===== src/rtl/mult_accum_pkg.sv =====
// mult_accum_pkg
//   Shared definitions for the product accumulator slice: FSM state type,
//   term-count width helper and the default widths used alongside the
//   2x2 LUT multiplier bench.
//   Optional feature macro: MULT_ACCUM_SAT_EN (see mult_accum.sv).
package mult_accum_pkg;

  localparam int DEF_PROD_W    = 4;
  localparam int DEF_ACC_W     = 8;
  localparam int DEF_NUM_TERMS = 8;

  typedef enum logic [1:0] {
    IDLE,
    ACCUM,
    HOLD
  } state_t;

  // Width needed to hold a term count in 0..num_terms.
  function automatic int cnt_width(input int num_terms);
    return $clog2(num_terms + 1);
  endfunction

endpackage


===== src/rtl/mult_accum_if.sv =====
// mult_accum_if
//   Input (product) and output (result) valid/ready handshakes of
//   mult_accum.
//   slave  : the accumulator side (consumes prod, produces the result).
//   master : the environment side (supplies prod, consumes the result).
//   Signals: in_valid, in_ready, prod[PROD_W], in_last,
//            out_valid, out_ready, acc_out[ACC_W], term_cnt[CNT_W], overflow.
//   Optional feature macro: MULT_ACCUM_SAT_EN (affects mult_accum only).
interface mult_accum_if import mult_accum_pkg::*; #(
  parameter int PROD_W    = DEF_PROD_W,
  parameter int ACC_W     = DEF_ACC_W,
  parameter int NUM_TERMS = DEF_NUM_TERMS
) ();

  localparam int CNT_W = cnt_width(NUM_TERMS);

  logic              in_valid;
  logic              in_ready;
  logic [PROD_W-1:0] prod;
  logic              in_last;
  logic              out_valid;
  logic              out_ready;
  logic [ACC_W-1:0]  acc_out;
  logic [CNT_W-1:0]  term_cnt;
  logic              overflow;

  modport master (
    output in_valid, prod, in_last, out_ready,
    input  in_ready, out_valid, acc_out, term_cnt, overflow
  );

  modport slave (
    input  in_valid, prod, in_last, out_ready,
    output in_ready, out_valid, acc_out, term_cnt, overflow
  );

endinterface


===== src/rtl/mult_term_counter.sv =====
// mult_term_counter
//   Counts accepted terms of the current group.
//   Ports: clk, rst (sync, active-high), inc (term accepted), clr (result
//          handshake), cnt (terms so far), last_slot (the next accepted term
//          brings the count to NUM_TERMS).
//   Optional feature macro: MULT_ACCUM_SAT_EN (not used here).
module mult_term_counter #(
  parameter int NUM_TERMS = 8,
  parameter int CNT_W     = 4
) (
  input  logic             clk,
  input  logic             rst,
  input  logic             inc,
  input  logic             clr,
  output logic [CNT_W-1:0] cnt,
  output logic             last_slot
);

  always_ff @(posedge clk) begin
    if (rst || clr) begin
      cnt <= '0;
    end else if (inc) begin
      cnt <= cnt + CNT_W'(1);
    end
  end

  // Flag derived from the registered count only, so the FSM can use it
  // without a combinational path back through the accept signal.
  assign last_slot = (cnt == CNT_W'(NUM_TERMS - 1));

endmodule


===== src/rtl/mult_accum.sv =====
// mult_accum
//   Sums a group of up to NUM_TERMS unsigned products arriving on a
//   valid/ready handshake and presents sum, term count and a sticky
//   overflow flag on an output valid/ready handshake. One group in flight.
//   Ports: clk, rst (sync, active-high), bus (mult_accum_if.slave).
//   Optional feature macro: MULT_ACCUM_SAT_EN
//     defined   : accumulator saturates to 2^ACC_W-1 on overflow
//     undefined : accumulator wraps modulo 2^ACC_W
module mult_accum import mult_accum_pkg::*; #(
  parameter int PROD_W    = DEF_PROD_W,
  parameter int ACC_W     = DEF_ACC_W,
  parameter int NUM_TERMS = DEF_NUM_TERMS
) (
  input logic         clk,
  input logic         rst,
  mult_accum_if.slave bus
);

  localparam int CNT_W = cnt_width(NUM_TERMS);

  state_t             state;
  state_t             state_nxt;
  logic               in_ready;
  logic               out_valid;
  logic               accept;
  logic               release_res;
  logic [ACC_W-1:0]   acc;
  logic               ovf;
  logic [ACC_W-1:0]   base;
  logic [ACC_W:0]     sum;
  logic [CNT_W-1:0]   cnt;
  logic               last_slot;

  always_ff @(posedge clk) begin
    if (rst) begin
      state <= IDLE;
    end else begin
      state <= state_nxt;
    end
  end

  always_comb begin
    state_nxt = state;
    in_ready  = 1'b0;
    out_valid = 1'b0;
    unique case (state)
      IDLE, ACCUM: begin
        in_ready = 1'b1;
        if (bus.in_valid) begin
          state_nxt = (bus.in_last || last_slot) ? HOLD : ACCUM;
        end
      end
      HOLD: begin
        out_valid = 1'b1;
        if (bus.out_ready) begin
          state_nxt = IDLE;
        end
      end
      default: state_nxt = IDLE;
    endcase
  end

  assign accept      = bus.in_valid && in_ready;
  assign release_res = out_valid && bus.out_ready;

  mult_term_counter #(
    .NUM_TERMS (NUM_TERMS),
    .CNT_W     (CNT_W)
  ) u_cnt (
    .clk       (clk),
    .rst       (rst),
    .inc       (accept),
    .clr       (release_res),
    .cnt       (cnt),
    .last_slot (last_slot)
  );

  // The first term of a group loads rather than adds.
  assign base = (state == IDLE) ? '0 : acc;
  assign sum  = {1'b0, base} + {{(ACC_W + 1 - PROD_W){1'b0}}, bus.prod};

  always_ff @(posedge clk) begin
    if (rst || release_res) begin
      acc <= '0;
      ovf <= 1'b0;
    end else if (accept) begin
`ifdef MULT_ACCUM_SAT_EN
      acc <= (sum[ACC_W] || ovf) ? '1 : sum[ACC_W-1:0];
`else
      acc <= sum[ACC_W-1:0];
`endif
      ovf <= ovf | sum[ACC_W];
    end
  end

  assign bus.in_ready  = in_ready;
  assign bus.out_valid = out_valid;
  assign bus.acc_out   = acc;
  assign bus.term_cnt  = cnt;
  assign bus.overflow  = ovf;

endmodule


===== src/flat_wrapper.sv =====
// flat-port wrapper written by rule: the top's interface ports become plain ports
module mult_accum_flat import mult_accum_pkg::*;
#(
  parameter int PROD_W    = DEF_PROD_W,
  parameter int ACC_W     = DEF_ACC_W,
  parameter int NUM_TERMS = DEF_NUM_TERMS
)
  (clk, rst, bus_in_valid, bus_prod, bus_in_last, bus_out_ready, bus_in_ready, bus_out_valid, bus_acc_out, bus_term_cnt, bus_overflow);
  mult_accum_if #(.PROD_W(PROD_W), .ACC_W(ACC_W), .NUM_TERMS(NUM_TERMS)) bus_i ();
  input logic clk;
  input logic rst;
  input wire logic [$bits(bus_i.in_valid)-1:0] bus_in_valid;
  input wire logic [$bits(bus_i.prod)-1:0] bus_prod;
  input wire logic [$bits(bus_i.in_last)-1:0] bus_in_last;
  input wire logic [$bits(bus_i.out_ready)-1:0] bus_out_ready;
  output wire logic [$bits(bus_i.in_ready)-1:0] bus_in_ready;
  output wire logic [$bits(bus_i.out_valid)-1:0] bus_out_valid;
  output wire logic [$bits(bus_i.acc_out)-1:0] bus_acc_out;
  output wire logic [$bits(bus_i.term_cnt)-1:0] bus_term_cnt;
  output wire logic [$bits(bus_i.overflow)-1:0] bus_overflow;
  assign bus_i.in_valid = bus_in_valid;
  assign bus_i.prod = bus_prod;
  assign bus_i.in_last = bus_in_last;
  assign bus_i.out_ready = bus_out_ready;
  assign bus_in_ready = bus_i.in_ready;
  assign bus_out_valid = bus_i.out_valid;
  assign bus_acc_out = bus_i.acc_out;
  assign bus_term_cnt = bus_i.term_cnt;
  assign bus_overflow = bus_i.overflow;
  mult_accum #(.PROD_W(PROD_W), .ACC_W(ACC_W), .NUM_TERMS(NUM_TERMS)) u_core (.clk(clk), .rst(rst), .bus(bus_i));
endmodule

===== config.mk =====
export PLATFORM = sky130hd
export DESIGN_NAME = mult_accum_flat
export DESIGN_NICKNAME = d
export VERILOG_FILES = /design/src/rtl/mult_accum_pkg.sv /design/src/rtl/mult_accum_if.sv /design/src/rtl/mult_term_counter.sv /design/src/rtl/mult_accum.sv /design/src/flat_wrapper.sv
export SDC_FILE = /design/constraint.sdc
export NUM_CORES = 1
export LEC_CHECK = 0
export BUFFER_PORTS_ARGS = -buffer_cell sky130_fd_sc_hd__buf_2
export CAP_MARGIN = 20
export CORE_MARGIN = 2
export CORE_UTILIZATION = 45
export CTS_BUF_LIST = sky130_fd_sc_hd__clkbuf_8
export CTS_CLUSTER_SIZE = 30
export DETAILED_ROUTE_END_ITERATION = 10
export HOLD_SLACK_MARGIN = 0.1
export PLACE_DENSITY = 0.81
export SYNTH_ARGS = -nofsm -noshare
export SYNTH_HDL_FRONTEND = slang
export SYNTH_SLANG_ARGS = --single-unit

===== constraint.sdc =====
create_clock -name clk -period 6.5 [get_ports clk]
set_clock_uncertainty 0.15 [all_clocks]
set_input_delay 0.325 -clock clk [delete_from_list [all_inputs] [get_ports clk]]
set_output_delay 0.325 -clock clk [all_outputs]
set_load 0.01 [all_outputs]

# == After elaboration in Yosys (flattened, before gate mapping) ==
# Cells that the tools add are included.
# totals
romBits,0
out_inout_bits,15
ram_bits,0
wordCells,26
register_bits,15
n_memories,0
latchBits,0
in_bits,9
# op_classes
n_bitwise,1
n_mux,7
n_shift,0
eq_ne,5
n_reduce_logical,7
multipliers,0
order_cmp,0
n_addsub,2
n_div,0
# ops
cell,n
adder 8 x 4 -> 9 bit,1
2-to-1 mux 8 bit,1
2-to-1 mux 2 bit,3
"adder 4 x 1 -> 4 bit, second input constant",1
"equality test 4 x 3 -> 1 bit, second input constant",1
"!= test 2 bit, second input constant",2
one-hot mux 2 bit (2 select lines),1
"equality test 2 x 1 -> 1 bit, second input constant",1
"equality test 2 bit, second input constant",1
logical AND 1 bit,2
zero test 2 bit,1
logical OR 1 bit,2
2-to-1 mux 1 bit,2
AND reduction 2 bit,1
OR reduction 2 bit,1
OR 1 bit,1

# == Logic depth before layout (Yosys ltp) ==
# Gate-level depths: netlist of the first run.
# depth
ltp_word,5
depth_mapped,10

# == Cells and area by module ==
# Synthesis of the first run repeated with hierarchy kept, for this count alone.
# unflattened
cells_unflattened,103
area_unflattened_um2,868.3
# by_module_without_submodules
module,seq_area_each_um2,area_each_um2,cells_each,n_inst
mult_accum,220.2,683.2,84,1
mult_term_counter,80.1,185.2,19,1

# == Worst setup path before layout of the first run ==
# No wires, ideal clock.
# synth_path
kind,register to register
from,register u_core.state[0]
to,"register u_core.acc[6], in the netlist u_core.bus.acc_out[6]"
t_required_ns,6.227
arrival_ns,1.859
path_stages_with_launch,11
synth_period_minus_slack_ns,2.132
setup_slack_ns,4.368
cell_sequence,dfxtp_1 > buf_2 > nor2_1 > nor2b_1 > ha_1 > inv_1 > fa_1 > nor2b_4 > o21a_1 > o211ai_1 > mux2i_1
# synth_via
elab_chain_len,4
word_cells_on_any_way,11
cone_classes,add/sub: 1; eq/ne: 2; mux: 3; reduce/logical: 5
# synth_lines
item,line,rtl
from (decl),mult_accum.sv:21,state_t state;
from (signal assigned),mult_accum.sv:38,state <= state_nxt;
branches (longest 4 deep; another with adder 8 x 4 -> 9 bit),n/a,
to (signal assigned),mult_accum.sv:90,acc <= sum[ACC_W-1:0];
to (decl),mult_accum.sv:27,logic [ACC_W-1:0] acc;
# Parallel ways; which one is timed is not known.
# A chain may end at the register's enable or synchronous reset.

# == Final worst setup path of the first run ==
# Same ends and word-level chain as after synthesis.

==> metrics.md, run 1 <==
| Metric | Value |
|---|---|
| Status | completed |
| Routability cong. | 0.830 |
| Worst setup EP type | flip-flop |
| Critical path required time | 6.49 ns |
| Clk pin slew, worst setup/hold paths | 0.06 ns |
| Crit start category | flip-flop |
| R2R Setup Slk | 4.12 ns |
| # port buffers | 23 |
| Final Max Slew Viols | 0 |
| Ys async rst share | 0 |
| Placed cells | 152 |
| Clock sinks | 15 |
| Die Height | 48.7 µm |
| Die width | 48.7 µm |
| Register area | 300 µm² |
| Hold path cells | 2 |
| Placed Area | 0.00101 mm² |
| Worst VDD drop | 0.140 mV |
| Avg WL per Cell | 12.8 µm |
| Hpwl dp | 1430 µm |
| Synth Warn # | 0 |
| Share of layout cells above drive strength 1 | 0.225 |
| Share of the synthesized area in the top cell type | 0.333 |
| Floorplan row count | 16 |
| Mapped Area | 901 µm² |
| Fillers | 179 |
| Seq cells post-synth | 15 |
| Clk Tree Root Cell | clkbuf_8 |
| Hold-fix buffers, CTS | 0 |
| Hold violation total from the final report | 0 |
| Synth Area per Inst | 8.42 µm² |
| Post-synthesis cell count | 107 |
| Fin util | 0.551 |
| P&R area growth vs syn | 17.5% |
| Slew HR | 0.619 |
| Number of global-route vias before repair | 756 |
| Clk_lat worst skew | 0.25 ns |
| Post-CTS setup buffers | 0 |
| Vias per cell | 5.28 |
| Top FF cell, synth | dfxtp_1 |
| # nets final | 145 |
| Gr ovfl total | 0 |
| Unique cell type count in the Yosys netlist | 32 |
| Largest net degree at the start of global routing | 14 |
| RSZ-0062 raised after global routing | false |
| DR pass1 iterations | 4 |
| Reg2reg end | u_core.bus.acc_out[6]$_SDFFE_PP0P_ |
| Hold worst-path end | u_core.state[1]$_SDFFE_PP0P_ |
| Resized Gates After CTS | 0 |
| Die area | 0.00238 mm² |
| Total power | 210 µW |
| Max Root-Sink Buffers | 2 |
| Routed Antenna Nets | 0 |
| Worst-margin pin slew | 0.570 ns |
| Synth area leader | dfxtp_1 |
| PwrDens | 198 mW/mm² |
| Initial DRC Count | 18 |
| Final setup violating endpoints | 0 |
| Hold Crit Start | rst |
| HP Class | primary input to flip-flop |
| DRC Markers | 0 |
| Multi-input gate area | 533 µm² |
| Top cells by area, synth | dfxtp_1, ha_1, nand2_1, a21oi_1, mux2i_1 |
| Post-synth EDFFs | 0 |
| Min cycle time layout | 2.38 ns |
| # diodes | 0 |
| Register area share after synthesis | 0.333 |
| CTS tree | done |
| Overall via count from detail_route | 823 |
| Syn_nets | 122 |
| Final instance area | 0.00106 mm² |
| WS Path Type | flip-flop to flip-flop |
| Number of max-cap violations | 0 |
| # IOs | 24 |
| All-Layer GR Usage | 0.180 |
| First-pass GRT wire length | 3410 µm |
| Crit path max fanout | 13 |
| Routed Wire Length | 1990 µm |
| CTS Buf Count | 3 |
| Final cell count without fillers | 156 |
| Initial antenna violation count | 0 |
| Setup TNS | 0 ns |
| Data arrival, critical path | 2.37 ns |
| Area of the core | 0.00192 mm² |
| Initial Utilization | 0.469 |
| Leakage | 0.000499 µW |
| Worst reg2reg path depth | 9 |
| Critical R2R Launch | u_core.state[0]$_SDFFE_PP0P_ |
| Peak Freq | 0.420 GHz |
| H-Tree Level Count | 1 |
| Final Cycle Share | 0.367 |
-- worst max-delay path by stage --
stage,to,start,depth (start not counted)
3_3_place_gp,u_core.bus.acc_out[6]$_SDFFE_PP0P_,u_core.state[0]$_SDFFE_PP0P_,9
6_report,u_core.bus.acc_out[6]$_SDFFE_PP0P_,u_core.state[0]$_SDFFE_PP0P_,9
3_5_place_dp,u_core.bus.acc_out[6]$_SDFFE_PP0P_,u_core.state[0]$_SDFFE_PP0P_,9
5_1_grt,u_core.bus.acc_out[6]$_SDFFE_PP0P_,u_core.state[0]$_SDFFE_PP0P_,9
2_1_floorplan,u_core.bus.acc_out[6]$_SDFFE_PP0P_,u_core.state[0]$_SDFFE_PP0P_,10
4_1_cts,u_core.bus.acc_out[6]$_SDFFE_PP0P_,u_core.state[0]$_SDFFE_PP0P_,9
-- Yosys cell counts (2+ instances only) --
| master | count |
|---|---|
| a211oi_1 | 3 |
| a21o_1 | 2 |
| a21oi_1 | 8 |
| a31oi_1 | 2 |
| buf_2 | 3 |
| buf_6 | 2 |
| dfxtp_1 | 15 |
| ha_1 | 5 |
| inv_1 | 8 |
| mux2i_1 | 4 |
| nand2_1 | 11 |
| nand2b_1 | 2 |
| nand4_1 | 2 |
| nor2_1 | 8 |
| nor2b_1 | 5 |
| nor2b_4 | 2 |
| o211ai_1 | 2 |
| o21ai_0 | 7 |
| o21bai_1 | 2 |
| xnor2_1 | 2 |
-- flip-flops by register name, summed over array words and instances, names as in the netlist --
signal,cells
u_core.bus.acc_out,8
u_core.u_cnt.cnt,4
u_core.bus.overflow,1
u_core.state,2
-- critical path, stage by stage (launching register included) --
cell	delay, ns
dfxtp_1	0.58
nor2_1	0.15
nor2b_1	0.14
ha_1	0.19
inv_1	0.06
fa_1	0.43
nor2b_4	0.14
o21a_1	0.19
o211ai_1	0.11
mux2i_1	0.13
-- layout by cell type (no fill, tap or decap), drive strengths merged, types with 2 or more instances in the layout --
master	instances
a211oi	3
a31oi	2
dfxtp	15
buf	23
mux2i	4
o21bai	2
nor2b	7
o21ai	7
a21oi	8
ha	5
nor2	8
o211ai	2
inv	8
a21o	2
nand2	11
clkbuf	3
xnor2	2
nand2b	2
nand4	2
-- per-layer routing --
layer / up-vias / track usage / part of all wire
met2: 33 / 0.315 / 0.48
li1: 415 / - / -
met1: 373 / 0.236 / 0.44
met4: 0 / 0.0429 / 0.0050
met3: 2 / 0.0216 / 0.066
met5: - / 0 / 0
-- per-stage QoR --
step	hold slack [ns]	worst slack [ns]
global placement	0.282	4.27
floorplan	0.247	4.37
finish	0.162	4.12
CTS	0.158	4.12
detailed placement	0.287	4.13
global route	0.169	3.94
-- final cells by class --
class	instances	share of cell area
clock buffer	3	0.0390
clock inverter	1	0.00473
inverter	8	0.0284
multi-input combinational	79	0.504
sequential	15	0.284
tap	27	0.0319
timing repair buffer	23	0.109
-- cells by family after synthesis --
| logic type | Yosys count | synth area share |
|---|---|---|
| AOI/OAI and AO/OA | 30 | 0.211 |
| xor gates and xnor gates | 3 | 0.0292 |
| adders and majority gates | 6 | 0.0917 |
| buffers and inverters | 13 | 0.0750 |
| and+or+nand+nor | 36 | 0.215 |
| DFF | 15 | 0.333 |
| muxes | 4 | 0.0444 |
-- power breakdown --
group	internal [µW]	switching, µW	total, µW
clock network	42.4	33.8	76.2
registers	96.1	4.85	101
logic	14.3	18.5	32.8
Power figures use the tool's default switching activity.
==> inputs of run 2 (changes only) <==
==> constraint.sdc (replaced) <==
create_clock -name clk -period 2.5 [get_ports clk]
set_clock_uncertainty 0.15 [all_clocks]
set_input_delay 0.125 -clock clk [delete_from_list [all_inputs] [get_ports clk]]
set_output_delay 0.125 -clock clk [all_outputs]
set_load 0.01 [all_outputs]
==> metrics.md, run 2 (same netlist as run 1, synthesis figures left out) <==
| Metric | Value |
|---|---|
| RSZ-0062 raised after global routing | false |
| Slew HR | 0.608 (-0.0116) |
| Overall via count from detail_route | 830 (+0.85%) |
| Sequential power share | 0.468 (-0.013) |
| # IOs | 24 (unchanged) |
| Final Max Slew Viols | 0 (unchanged) |
| # diodes | 0 (unchanged) |
| Max Root-Sink Buffers | 2 (unchanged) |
| Slowest stage cell, crit path | dfxtp_1 |
| R2R Setup Slk | 0.23 ns (-3.88 ns) |
| CTS Buf Count | 3 (unchanged) |
| Clock power share | 0.365 (+0.002) |
| H-Tree Level Count | 1 (unchanged) |
| Vias per cell | 5.19 (-1.7%) |
| Min cycle time layout | 2.27 ns (-0.117 ns) |
| First-pass GRT wire length | 3080 µm (-9.5%) |
| P_sw | 154 µW (+170%) |
| Switch share | 0.277 (+0.00483) |
| All-Layer GR Usage | 0.169 (-0.0114) |
| Hpwl dp | 1490 µm (+4.6%) |
| Hold violation total from the final report | 0 (unchanged) |
| Clock sinks | 15 (unchanged) |
| # port buffers | 23 (unchanged) |
| Resized Gates After CTS | 0 (unchanged) |
| Worst VDD drop | 0.367 mV (+160%) |
| Worst-margin pin slew | 0.587 ns (+0.0174 ns) |
| Leakage | 0.000518 µW (+4.0%) |
| Avg WL per Cell | 12.5 µm (-2.1%) |
| Hold Crit Start | bus_in_valid |
| Die area | 0.00238 mm² (unchanged) |
| Critical path required time | 2.49 ns (-4.00 ns) |
| Part of the power in combinational logic | 0.168 (+0.012) |
| Final setup violating endpoints | 0 (unchanged) |
| Clk Tree Root Cell | clkbuf_8 |
| Worst setup EP type | flip-flop |
| P&R area growth vs syn | 21.7% |
| Crit start category | flip-flop |
| PwrDens | 507 mW/mm² (+160%) |
| Clk_lat worst skew | 0.25 ns (about the same) |
| Most frequent cells in the layout | buf_2, dfxtp_1, nand2_1 |
| Placed cells | 153 (+0.66%) |
| Routability cong. | 0.837 (+0.83%) |
| Slowest stage delay, CP | 0.48 ns (-0.10 ns) |
| HP Class | primary input to flip-flop |
| Hold worst-path end | u_core.state[0]$_SDFFE_PP0P_ |
| Gr ovfl total | 0 (unchanged) |
| Setup TNS | 0 ns (unchanged) |
| Status | completed |
| Clk pin slew, worst setup/hold paths | 0.07 ns (about the same) |
| Initial antenna violation count | 0 (unchanged) |
| Post-CTS setup buffers | 0 (unchanged) |
| Commonest non-fill, non-tap cell in the layout | buf_2 |
| DRC Markers | 0 (unchanged) |
| Data arrival, critical path | 2.25 ns (-0.12 ns) |
| Die width | 48.7 µm (unchanged) |
| Initial Utilization | 0.469 (unchanged) |
| CTS tree | done |
| Number of max-cap violations | 0 (unchanged) |
| Power Internal | 402 µW (+160%) |
| Area of the core | 0.00192 mm² (unchanged) |
| Routed Wire Length | 2000 µm (+0.40%) |
| Critical Path, Cell by Cell | nor2_1, nor2b_1, ha_1, inv_1, fa_1, nor2b_4, o21a_1, o211ai_1, mux2i_1 |
| Share of layout cells above drive strength 1 | 0.226 (+0.000758) |
| Critical R2R Launch | u_core.state[1]$_SDFFE_PP0P_ |
| Hold WS | 0.101 ns (-0.0608 ns) |
| Worst reg2reg path depth | 9 (unchanged) |
| Peak Freq | 0.441 GHz (+5.2%) |
| Final Cycle Share | 0.906 (+0.540) |
| Final cell count without fillers | 160 (+2.6%) |
| Number of global-route vias before repair | 717 (-5.2%) |
| Hold-fix buffers, CTS | 3 (+3) |
| Routed Antenna Nets | 0 (unchanged) |
| Hold path cells | 3 (+1) |
| Die Height | 48.7 µm (unchanged) |
| # nets final | 149 (+2.8%) |
| Crit path max fanout | 10 (-3) |
| DR pass1 iterations | 4 (unchanged) |
| WS Path Type | flip-flop to flip-flop |
| Initial DRC Count | 20 (+2) |
| Number of flip-flops under the largest register name | 8 (unchanged) |
| Total power | 556 µW (+160%) |
| Largest net degree at the start of global routing | 13 (-1) |
| Floorplan row count | 16 (unchanged) |
| Reg2reg end | u_core.bus.acc_out[6]$_SDFFE_PP0P_ |
## run 2: per-layer routing
metal	vias to the layer above	wire (µm)	global-route usage
li1	424	-	-
met1	372	938	0.208
met2	30	947	0.288
met3	4	95	0.0370
met4	0	21	0.0619
met5	-	0	0
## run 2: through the flow
| step | worst slack, ns | instance area [µm²] | util |
|---|---|---|---|
| 3_3_place_gp | 0.386 | 1020 | 0.531 |
| 2_1_floorplan | 0.368 | 901 | - |
| 6_report | 0.234 | 1100 | 0.570 |
| 3_5_place_dp | 0.267 | 1020 | 0.531 |
| 5_1_grt | 0.0473 | 1100 | 0.570 |
| 4_1_cts | 0.239 | 1100 | 0.570 |
## run 2: cell type report
| cell class | instances | area, µm² |
|---|---|---|
| clock buffers | 3 | 41.3 |
| clock inverters | 1 | 5.00 |
| fillers | 173 | 826 |
| inverters | 8 | 30.0 |
| multi-input cells | 79 | 533 |
| flip-flops and latches | 15 | 300 |
| well taps | 27 | 33.8 |
| repair buffers | 27 | 153 |
## run 2: power by group through the flow
stage          logic (µW)  clock network (µW)  registers, µW
5_1_grt               102                 215            261
3_5_place_dp         88.9                   0            265
4_1_cts              92.9                 204            260
3_3_place_gp         86.9                   0            265
2_1_floorplan        59.8                   0            267
6_report             93.3                 203            260
## run 2: worst max path at each step
stage                                       startpoint                                 end  slack, ns  cells after the start
final                     u_core.state[1]$_SDFFE_PP0P_  u_core.bus.acc_out[6]$_SDFFE_PP0P_       0.23                      9
after global routing      u_core.state[1]$_SDFFE_PP0P_  u_core.bus.acc_out[6]$_SDFFE_PP0P_       0.05                      9
after CTS                 u_core.state[1]$_SDFFE_PP0P_  u_core.bus.acc_out[6]$_SDFFE_PP0P_       0.24                      9
after detailed placement  u_core.state[1]$_SDFFE_PP0P_  u_core.bus.acc_out[6]$_SDFFE_PP0P_       0.27                      9
after global placement    u_core.state[1]$_SDFFE_PP0P_  u_core.bus.acc_out[6]$_SDFFE_PP0P_       0.39                      9
after floorplan           u_core.state[0]$_SDFFE_PP0P_  u_core.bus.acc_out[6]$_SDFFE_PP0P_       0.37                     10
## run 2: critical path, delay by kind of cell (launching register included)
kind / cells / cell delay, ns
adders and majority gates: 2 / 0.64
DFF: 1 / 0.48
and+or+nand+nor: 3 / 0.40
AOI/OAI and AO/OA: 2 / 0.30
muxes: 1 / 0.13
buffers and inverters: 1 / 0.07
==> inputs of run 3 (changes only) <==
--- a/config.mk
+++ b/config.mk
@@ -13,7 +13,7 @@
 export CTS_CLUSTER_SIZE = 30
 export DETAILED_ROUTE_END_ITERATION = 10
 export HOLD_SLACK_MARGIN = 0.1
-export PLACE_DENSITY = 0.81
+export PLACE_DENSITY = 0.76
 export SYNTH_ARGS = -nofsm -noshare
 export SYNTH_HDL_FRONTEND = slang
 export SYNTH_SLANG_ARGS = --single-unit
==> metrics.md, run 3 (same netlist as run 1, synthesis figures left out) <==
| Metric | Value |
|---|---|
| WS Path Type | flip-flop to flip-flop |
| Multi-input gate area | 533 µm² (unchanged) |
| Resized Gates After CTS | 0 (unchanged) |
| Pre-CTS setup slack | 0.293 ns (+0.0268 ns) |
| Area of the core | 0.00192 mm² (unchanged) |
| HP Class | primary input to flip-flop |
| Hold path cells | 4 (+1) |
| Setup TNS | 0 ns (unchanged) |
| Hpwl dp | 1480 µm (-0.84%) |
| Crit path max fanout | 10 (unchanged) |
| Initial Utilization | 0.469 (unchanged) |
| P&R area growth vs syn | 21.5% |
| Initial antenna violation count | 0 (unchanged) |
| Clock power share | 0.349 (-0.016) |
| DRC Markers | 0 (unchanged) |
| Routed Wire Length | 1960 µm (-2.2%) |
| CTS tree | done |
| Vias per cell | 5.15 (-0.72%) |
| Largest net degree at the start of global routing | 13 (unchanged) |
| Max Root-Sink Buffers | 2 (unchanged) |
| Fillers | 189 (+9.2%) |
| Die area | 0.00238 mm² (unchanged) |
| Die Height | 48.7 µm (unchanged) |
| Clk_lat worst skew | 0.24 ns (about the same) |
| Gr ovfl total | 0 (unchanged) |
| Routed Antenna Nets | 0 (unchanged) |
| Worst-margin pin slew | 0.580 ns (-0.00727 ns) |
| PwrDens | 496 mW/mm² (-2.2%) |
| Sequential power share | 0.479 (+0.011) |
| Final Cycle Share | 0.896 (-0.0107) |
| Initial DRC Count | 13 (-35%) |
| Clock sinks | 15 (unchanged) |
| Number of flip-flops under the largest register name | 8 (unchanged) |
| RSZ-0062 raised after global routing | false |
| Peak Freq | 0.447 GHz (+1.2%) |
| Worst VDD drop | 0.271 mV (-26%) |
| Register area | 300 µm² (unchanged) |
| Clk Tree Root Cell | clkbuf_8 |
| Data arrival, critical path | 2.28 ns (+0.03 ns) |
| Share of layout cells above drive strength 1 | 0.218 (-0.00752) |
| Number of max-cap violations | 0 (unchanged) |
| Floorplan row count | 16 (unchanged) |
| Part of the power in combinational logic | 0.172 (+0.004) |
| CTS Buf Count | 3 (unchanged) |
| Critical path required time | 2.54 ns (+0.05 ns) |
| Total power | 543 µW (-2.3%) |
| Status | completed |
| H-Tree Level Count | 1 (unchanged) |
| Clk pin slew, worst setup/hold paths | 0.06 ns (about the same) |
| Final setup violating endpoints | 0 (unchanged) |
| Power Internal | 400 µW (-0.53%) |
| Overall via count from detail_route | 824 (-0.72%) |
| Crit start category | flip-flop |
| Final worst slack | 0.261 ns (+0.0268 ns) |
| Die width | 48.7 µm (unchanged) |
| Commonest non-fill, non-tap cell in the layout | buf_2 |
| Hold violation total from the final report | 0 (unchanged) |
| # diodes | 0 (unchanged) |
| Leakage | 0.000520 µW (+0.27%) |
| First-pass GRT wire length | 3410 µm (+11%) |
| Min cycle time layout | 2.24 ns (-0.0268 ns) |
| Slew HR | 0.613 (+0.00485) |
| DR pass1 iterations | 4 (unchanged) |
| # IOs | 24 (unchanged) |
| Worst reg2reg path depth | 7 (-2) |
| Switch share | 0.264 (-0.0132) |
| Avg WL per Cell | 12.2 µm (-2.2%) |
| R2R Setup Slk | 0.26 ns (+0.03 ns) |
| All-Layer GR Usage | 0.183 (+0.0137) |
| Number of global-route vias before repair | 745 (+3.9%) |
| # nets final | 149 (unchanged) |
| Routability cong. | 0.849 (+1.4%) |
| P_sw | 143 µW (-7.0%) |
| Final Max Slew Viols | 0 (unchanged) |
| Most frequent cells in the layout | buf_2, dfxtp_1, nand2_1 |
| # port buffers | 23 (unchanged) |
| Worst setup EP type | flip-flop |
run 3: cell type report:
type / count / area share
Timing Repair Buffer: 27 / 0.139
Multi-Input combinational cell: 79 / 0.487
Sequential cell: 15 / 0.274
Tap cell: 27 / 0.0309
Inverter: 8 / 0.0274
Clock buffer: 3 / 0.0377
Clock inverter: 1 / 0.00343
run 3: worst max-delay path, cell delays in order, from the launching register on:
cell      delay (ns)
dfxtp_1         0.39
o21ai_0         0.37
inv_1           0.09
ha_1            0.31
a211oi_1        0.33
o21bai_1        0.19
a211o_1         0.31
nand2_1         0.05
run 3: metal layers:
| metal | vias to the layer above | global-route usage | part of all wire |
|---|---|---|---|
| met2 | 20 | 0.283 | 0.45 |
| met3 | 5 | 0.0340 | 0.040 |
| met1 | 372 | 0.245 | 0.49 |
| met4 | 0 | 0.0857 | 0.017 |
| met5 | - | 0 | 0 |
| li1 | 427 | - | - |
run 3: path summary, 6_finish.rpt:
| kind | start | endpoint |
|---|---|---|
| worst min-delay path | bus_prod[0] | u_core.bus.acc_out[0]$_SDFFE_PP0P_ |
| worst min register to register | u_core.bus.overflow$_SDFFE_PP0P_ | u_core.bus.overflow$_SDFFE_PP0P_ |
| worst max-delay path | u_core.state[1]$_SDFFE_PP0P_ | u_core.bus.acc_out[5]$_SDFFE_PP0P_ |
| worst max register to register | u_core.state[1]$_SDFFE_PP0P_ | u_core.bus.acc_out[5]$_SDFFE_PP0P_ |
run 3: what timing repair did:
item,4_1_cts,5_1_grt
setup buffers,0,0
hold endpoints to repair,3,0
setup endpoints to repair,0,0
hold buffers,3,0
run 3: power by group through the flow:
stage / clock [µW] / combinational, µW / sequential, µW
2_1_floorplan: 0 / 59.8 / 267
4_1_cts: 193 / 93.6 / 260
3_3_place_gp: 0 / 87.5 / 265
3_5_place_dp: 0 / 89.4 / 266
5_1_grt: 208 / 103 / 262
6_report: 189 / 93.5 / 260
run 3: per-stage QoR:
stage / util / std cells / area, µm² / hold slack (ns)
after global placement: 0.531 / 153 / 1020 / 0.213
after detailed placement: 0.531 / 153 / 1020 / 0.217
after CTS: 0.570 / 160 / 1090 / 0.111
after floorplan: - / 107 / 901 / 0.0472
final: 0.570 / 160 / 1090 / 0.109
after global routing: 0.570 / 160 / 1090 / 0.133
